==> src/rtl/rvtu_div_arb.sv <==
// rvtu_div_arb: round-robin arbiter sharing one iterative divider among NREQ cores,
// returning each result as a one-cycle resp pulse to the granted core.
module rvtu_div_arb #(
  parameter int NREQ = 4,
  localparam int IDXW = $clog2(NREQ)
) (
  input  logic                clk,
  input  logic                rst,
  input  logic [NREQ-1:0]     req,
  input  logic [NREQ*32-1:0]  src1,
  input  logic [NREQ*32-1:0]  src2,
  input  logic [NREQ*2-1:0]   fsel,
  output logic [NREQ-1:0]     resp,
  output logic [31:0]         out,
  output logic                dv_start,
  output logic [31:0]         dv_src1,
  output logic [31:0]         dv_src2,
  output logic [1:0]          dv_fsel,
  input  logic                dv_done,
  input  logic [31:0]         dv_out
);
  typedef enum logic [1:0] {IDLE, ISSUE, BUSY, RESP} state_t;
  localparam logic [IDXW:0] N = (IDXW+1)'(NREQ);
  state_t state_q, state_d;
  logic [IDXW-1:0] grant_q, grant_d, rr_q, rr_d, win, nxt;
  logic [NREQ-1:0] mask_q, mask_d, elig, gmask;
  logic [31:0] out_q, out_d, s1_q, s1_d, s2_q, s2_d;
  logic [1:0] fs_q, fs_d;
  logic found;
  logic [IDXW:0] sum, inc;
  assign elig = req & ~mask_q;
  assign gmask = NREQ'(1) << grant_q;
  assign inc = {1'b0, grant_q} + (IDXW+1)'(1);
  assign nxt = inc == N ? '0 : inc[IDXW-1:0];
  // scan downward so the smallest offset from rr_q is the final winner
  always_comb begin
    found = 1'b0;
    win = '0;
    sum = '0;
    for (int k = NREQ-1; k >= 0; k--) begin
      sum = {1'b0, rr_q} + (IDXW+1)'(k);
      sum = sum >= N ? sum - N : sum;
      if (elig[sum[IDXW-1:0]]) begin
        found = 1'b1;
        win = sum[IDXW-1:0];
      end
    end
  end
  always_ff @(posedge clk or negedge rst) begin
    if (!rst) begin
      state_q <= IDLE;
      grant_q <= '0;
      rr_q <= '0;
      mask_q <= '0;
      out_q <= '0;
      s1_q <= '0;
      s2_q <= '0;
      fs_q <= '0;
    end else begin
      state_q <= state_d;
      grant_q <= grant_d;
      rr_q <= rr_d;
      mask_q <= mask_d;
      out_q <= out_d;
      s1_q <= s1_d;
      s2_q <= s2_d;
      fs_q <= fs_d;
    end
  end
  always_comb begin
    state_d = state_q;
    grant_d = grant_q;
    rr_d = rr_q;
    mask_d = mask_q;
    out_d = out_q;
    s1_d = s1_q;
    s2_d = s2_q;
    fs_d = fs_q;
    case (state_q)
      IDLE: begin
        mask_d = '0;
        if (found) begin
          state_d = ISSUE;
          grant_d = win;
          s1_d = src1[{win, 5'd0} +: 32];
          s2_d = src2[{win, 5'd0} +: 32];
          fs_d = fsel[{win, 1'b0} +: 2];
        end
      end
      ISSUE: state_d = BUSY;
      BUSY: begin
        if (dv_done) begin
          out_d = dv_out;
          state_d = req[grant_q] ? RESP : IDLE;
          rr_d = req[grant_q] ? rr_q : nxt;
        end
      end
      RESP: begin
        rr_d = nxt;
        mask_d = gmask;
        state_d = IDLE;
      end
    endcase
  end
  always_comb begin
    dv_start = state_q == ISSUE;
    resp = state_q == RESP ? gmask : '0;
    out = out_q;
    dv_src1 = s1_q;
    dv_src2 = s2_q;
    dv_fsel = fs_q;
  end
  dv_done_in_busy: assert property (@(posedge clk) disable iff (!rst) dv_done |-> state_q == BUSY);
endmodule

==> config.mk <==
export PLATFORM = sky130hd
export DESIGN_NAME = rvtu_div_arb
export DESIGN_NICKNAME = d
export VERILOG_FILES = /design/src/rtl/rvtu_div_arb.sv
export SDC_FILE = /design/constraint.sdc
export NUM_CORES = 1
export LEC_CHECK = 0
export BUFFER_PORTS_ARGS = -buffer_cell sky130_fd_sc_hd__buf_4
export CAP_MARGIN = 0
export CORE_AREA = 4 4 157 159
export DETAILED_ROUTE_END_ITERATION = 8
export DIE_AREA = 0 0 161 163
export PLACE_DENSITY = 0.58
export SLEW_MARGIN = 20
export SYNTH_ARGS = -nofsm -noshare
export SYNTH_HDL_FRONTEND = slang
export SYNTH_SLANG_ARGS = --single-unit
==> constraint.sdc <==
create_clock -name clk -period 2.71 [get_ports clk]
set_clock_uncertainty 0.2 [all_clocks]
set_input_delay 0.6775 -clock clk [delete_from_list [all_inputs] [get_ports clk]]
set_output_delay 0.6775 -clock clk [all_outputs]
set_load 0.02 [all_outputs]
==> flow_metrics.tcl <==
set metrics [dict create \
    clkLatencyLatePin_ns 0.35 \
    htree_levels 3 \
    avgSynthCellArea_sq_um 10.61 \
    antenna_found_initial 1 \
    layout.cells.non_filler 1348 \
    first_iter_violations 326 \
    fin_nets 1335 \
    finalSetupViolCount 0 \
    synth_cell_types 36 \
    critical_path_required_ns 2.72 \
    post_drt_wl_per_cell_microns 19.35 \
    die_x_microns 161 \
    clockRootBuffer "clkbuf_16" \
    ios 406 \
    rsz0062_at_grt "no" \
    cts_tree "yes" \
    overflow 0 \
    syn_inst 632 \
    viasPerCell 4.829 \
    r2r_cells 6 \
    routed-via-count 6510 \
    multi_input_area_sq_mm 0.003610 \
    cts_inserted_buffers 9 \
    status "completed" \
    critical_path_class "flop to flop" \
    ir_drop_mv 0.5193 \
    row_count 56 \
    syn-num-nets 943 \
    synth_edf_count 0 \
    holdWs_ns 0.2909 \
    hpwl_microns 20000 \
    nFillCells 2338 \
    wl_microns 26090 \
    start_kind "flop" \
    power.density_mw_per_mm2 1123 \
    drive_above_1_share_pct 51.75 \
    grtUsageTotal_pct 18.90 \
    holdPathStages 2 \
    crit_slowest_cell "dfrtp_1" \
    slew_headroom_pct 70.88 \
    holdCritPathClass "flop to flop" \
    clock.fmax_mhz 436.8 \
    initial_core_util_pct 28.83 \
    crit_chain "and3b_1 -> nor3_1 -> o22a_4 -> buf_12 -> mux2i_1 -> o221ai_1" \
    async_reset_ff_share_pct 100.0 \
    ctsResizeCount 0 \
    critical_path_buf_inv_count 1 \
    whs_endpoint "dv_src1[24]" \
    cap_violations 0 \
    netlist_area_sq_mm 0.006708 \
    p_leak_nw 5.187 \
    cts.sinks 108 \
    gp_congestion 0.7744 \
    grt_start_max_net_pins 58 \
    die_area_sq_mm 0.02624 \
    r2r_start "rr_q[1]" \
    yosysTopAreaCell "dfrtp_1" \
    synth_warnings 0 \
    grt_pass1_wl_microns 38930 \
    core-area_sq_mm 0.02326 \
    yosys-top-cells-area "dfrtp_1 (40%), mux2i_1 (12%), mux2_2 (7.2%)" \
    grt_pass1_vias 6767 \
    synth_top_area_share_pct 40.29 \
    firstDrtPassIters 4 \
    seq_area_sq_mm 0.002703 \
    drv_slew 0 \
    ys.flop_type "dfrtp_1" \
    crit_fanout 27 \
    place_inst 1331 \
    finalCriticalPeriod_ns 2.289 \
    cp-end-kind "flop" \
    portBuffers 405 \
    yosys_register_bits 108 \
    ant_nets 0 \
    timing.final.hold_violations 0 \
    r2r_end "dv_src1[16]" \
    max_stage_delay_ns 0.47 \
    fin_crit_sh_pct 84.47 \
    postCtsSetupRepairBufs 0 \
    dieHeight_microns 163 \
    setup_tns_ns 0 \
    critPathTopFamily "compound AO/OA/AOI/OAI gates" \
    r2r_setup_slack_ns 0.42 \
    drc 0 \
    ys_seq_area_share_pct 40.29 \
    syn2layout_area_growth_pct 57.99 \
    worst_pin_slew_ns 0.4367 \
    clk_pin_slew_ns 0.08 \
    clockBufferDepth 2 \
    crit_arrival_ns 2.30 \
    hp-start "dv_src1[24]" \
]
## tightest hold or removal path, stage by stage, from the launching register on
cell      delay, ns
dfrtp_1        0.34
nand2_1        0.05
o221ai_1       0.06
## synthesized netlist by cell type (5+ instances only)
master / n
o221ai_1: 39
inv_1: 34
mux2_1: 20
nand2_1: 45
and2_1: 5
nor2_1: 30
nor3_1: 19
buf_4: 5
o2111a_1: 26
mux2i_1: 82
buf_2: 19
nand3b_1: 27
a21oi_1: 33
nor3_2: 35
ha_1: 8
buf_6: 5
mux2_2: 43
dfrtp_1: 108
clkbuf_1: 20
## what timing repair did
item / CTS / global route
setup endpoints to repair: 0 / 0
hold endpoints to repair: 2 / 0
hold buffers: 1 / 0
## how the worst max path moves through the flow
stage                              to     from  slack (ns)  depth (start not counted)
after floorplan            dv_src1[1]   req[1]        0.32                          8
after global placement    dv_src1[16]   req[1]        0.09                          7
after detailed placement  dv_src1[16]   req[1]        0.06                          7
after CTS                 dv_src1[16]  rr_q[1]        0.38                          6
after global routing      dv_src1[16]  rr_q[1]        0.27                          6
final                     dv_src1[16]  rr_q[1]        0.42                          6
## kinds of logic (layout without fill, tap and decap cells)
logic type      count (synthesis)  in the layout  synth area share (%)
mux                           146            146                 23.15
compound gates                110            110                 13.39
flops                         108            108                 40.29
other cells                     0              1                     0
fa+ha+maj                       8              8                 1.492
buf+inv                        87            483                 6.062
simple gates                  173            173                 15.61
## final cells by class
class / count / area share (%)
Timing Repair Buffer: 434 / 32.77
Antenna cell: 1 / 0.02361
Multi-Input combinational cell: 437 / 34.06
Inverter: 34 / 1.204
Clock inverter: 5 / 0.4132
Clock buffer: 10 / 2.255
Sequential cell: 108 / 25.50
Tap cell: 319 / 3.766
## power by group
part	leakage, nW	total (W)	internal [W]	switching, W
Sequential	1.28	0.00292	0.00244	0.000485
Clock	0.134	0.00134	0.000660	0.000675
Combinational	3.77	0.00765	0.00353	0.00412
## cell usage in the layout (no fill, tap or decap), types with 3 or more instances in the layout
master / count
o221ai_1: 39
buf_12: 17
nor2b_1: 3
dfrtp_1: 108
mux2_2: 43
ha_1: 8
buf_4: 416
nor2_1: 30
mux2i_1: 82
nand2_1: 44
inv_1: 34
nor3_1: 19
clkbuf_16: 9
mux2_1: 20
nor3_2: 35
and2_1: 5
o2111a_1: 26
nand3b_1: 27
a21oi_1: 33
nand2b_1: 4
o21ai_1: 3
## registers in the layout, summed over array words and instances, names as in the netlist
name	flops
grant_q	2
dv_fsel	2
state_q	2
dv_src2	32
dv_src1	32
mask_q	4
out	32
rr_q	2
## through the flow
step	util (%)	cell area [sq um]	setup slack [ns]	total power [W]
final	45.56	10600	0.4208	0.01191
after floorplan	-	6708	0.3160	0.007585
after CTS	45.55	10600	0.3820	0.01208
after detailed placement	44.29	10300	0.05621	0.01069
after global routing	45.56	10600	0.2682	0.01270
after global placement	44.29	10300	0.08582	0.01063
## metal layers
layer  share of wire (%)  global-route usage, %
met2                  50                  32.69
met1                  40                  22.89
met5                   0                      0
met3                 8.7                  6.176
met4                 1.7                  4.614
No activity file was read; power rests on OpenSTA's default activity.
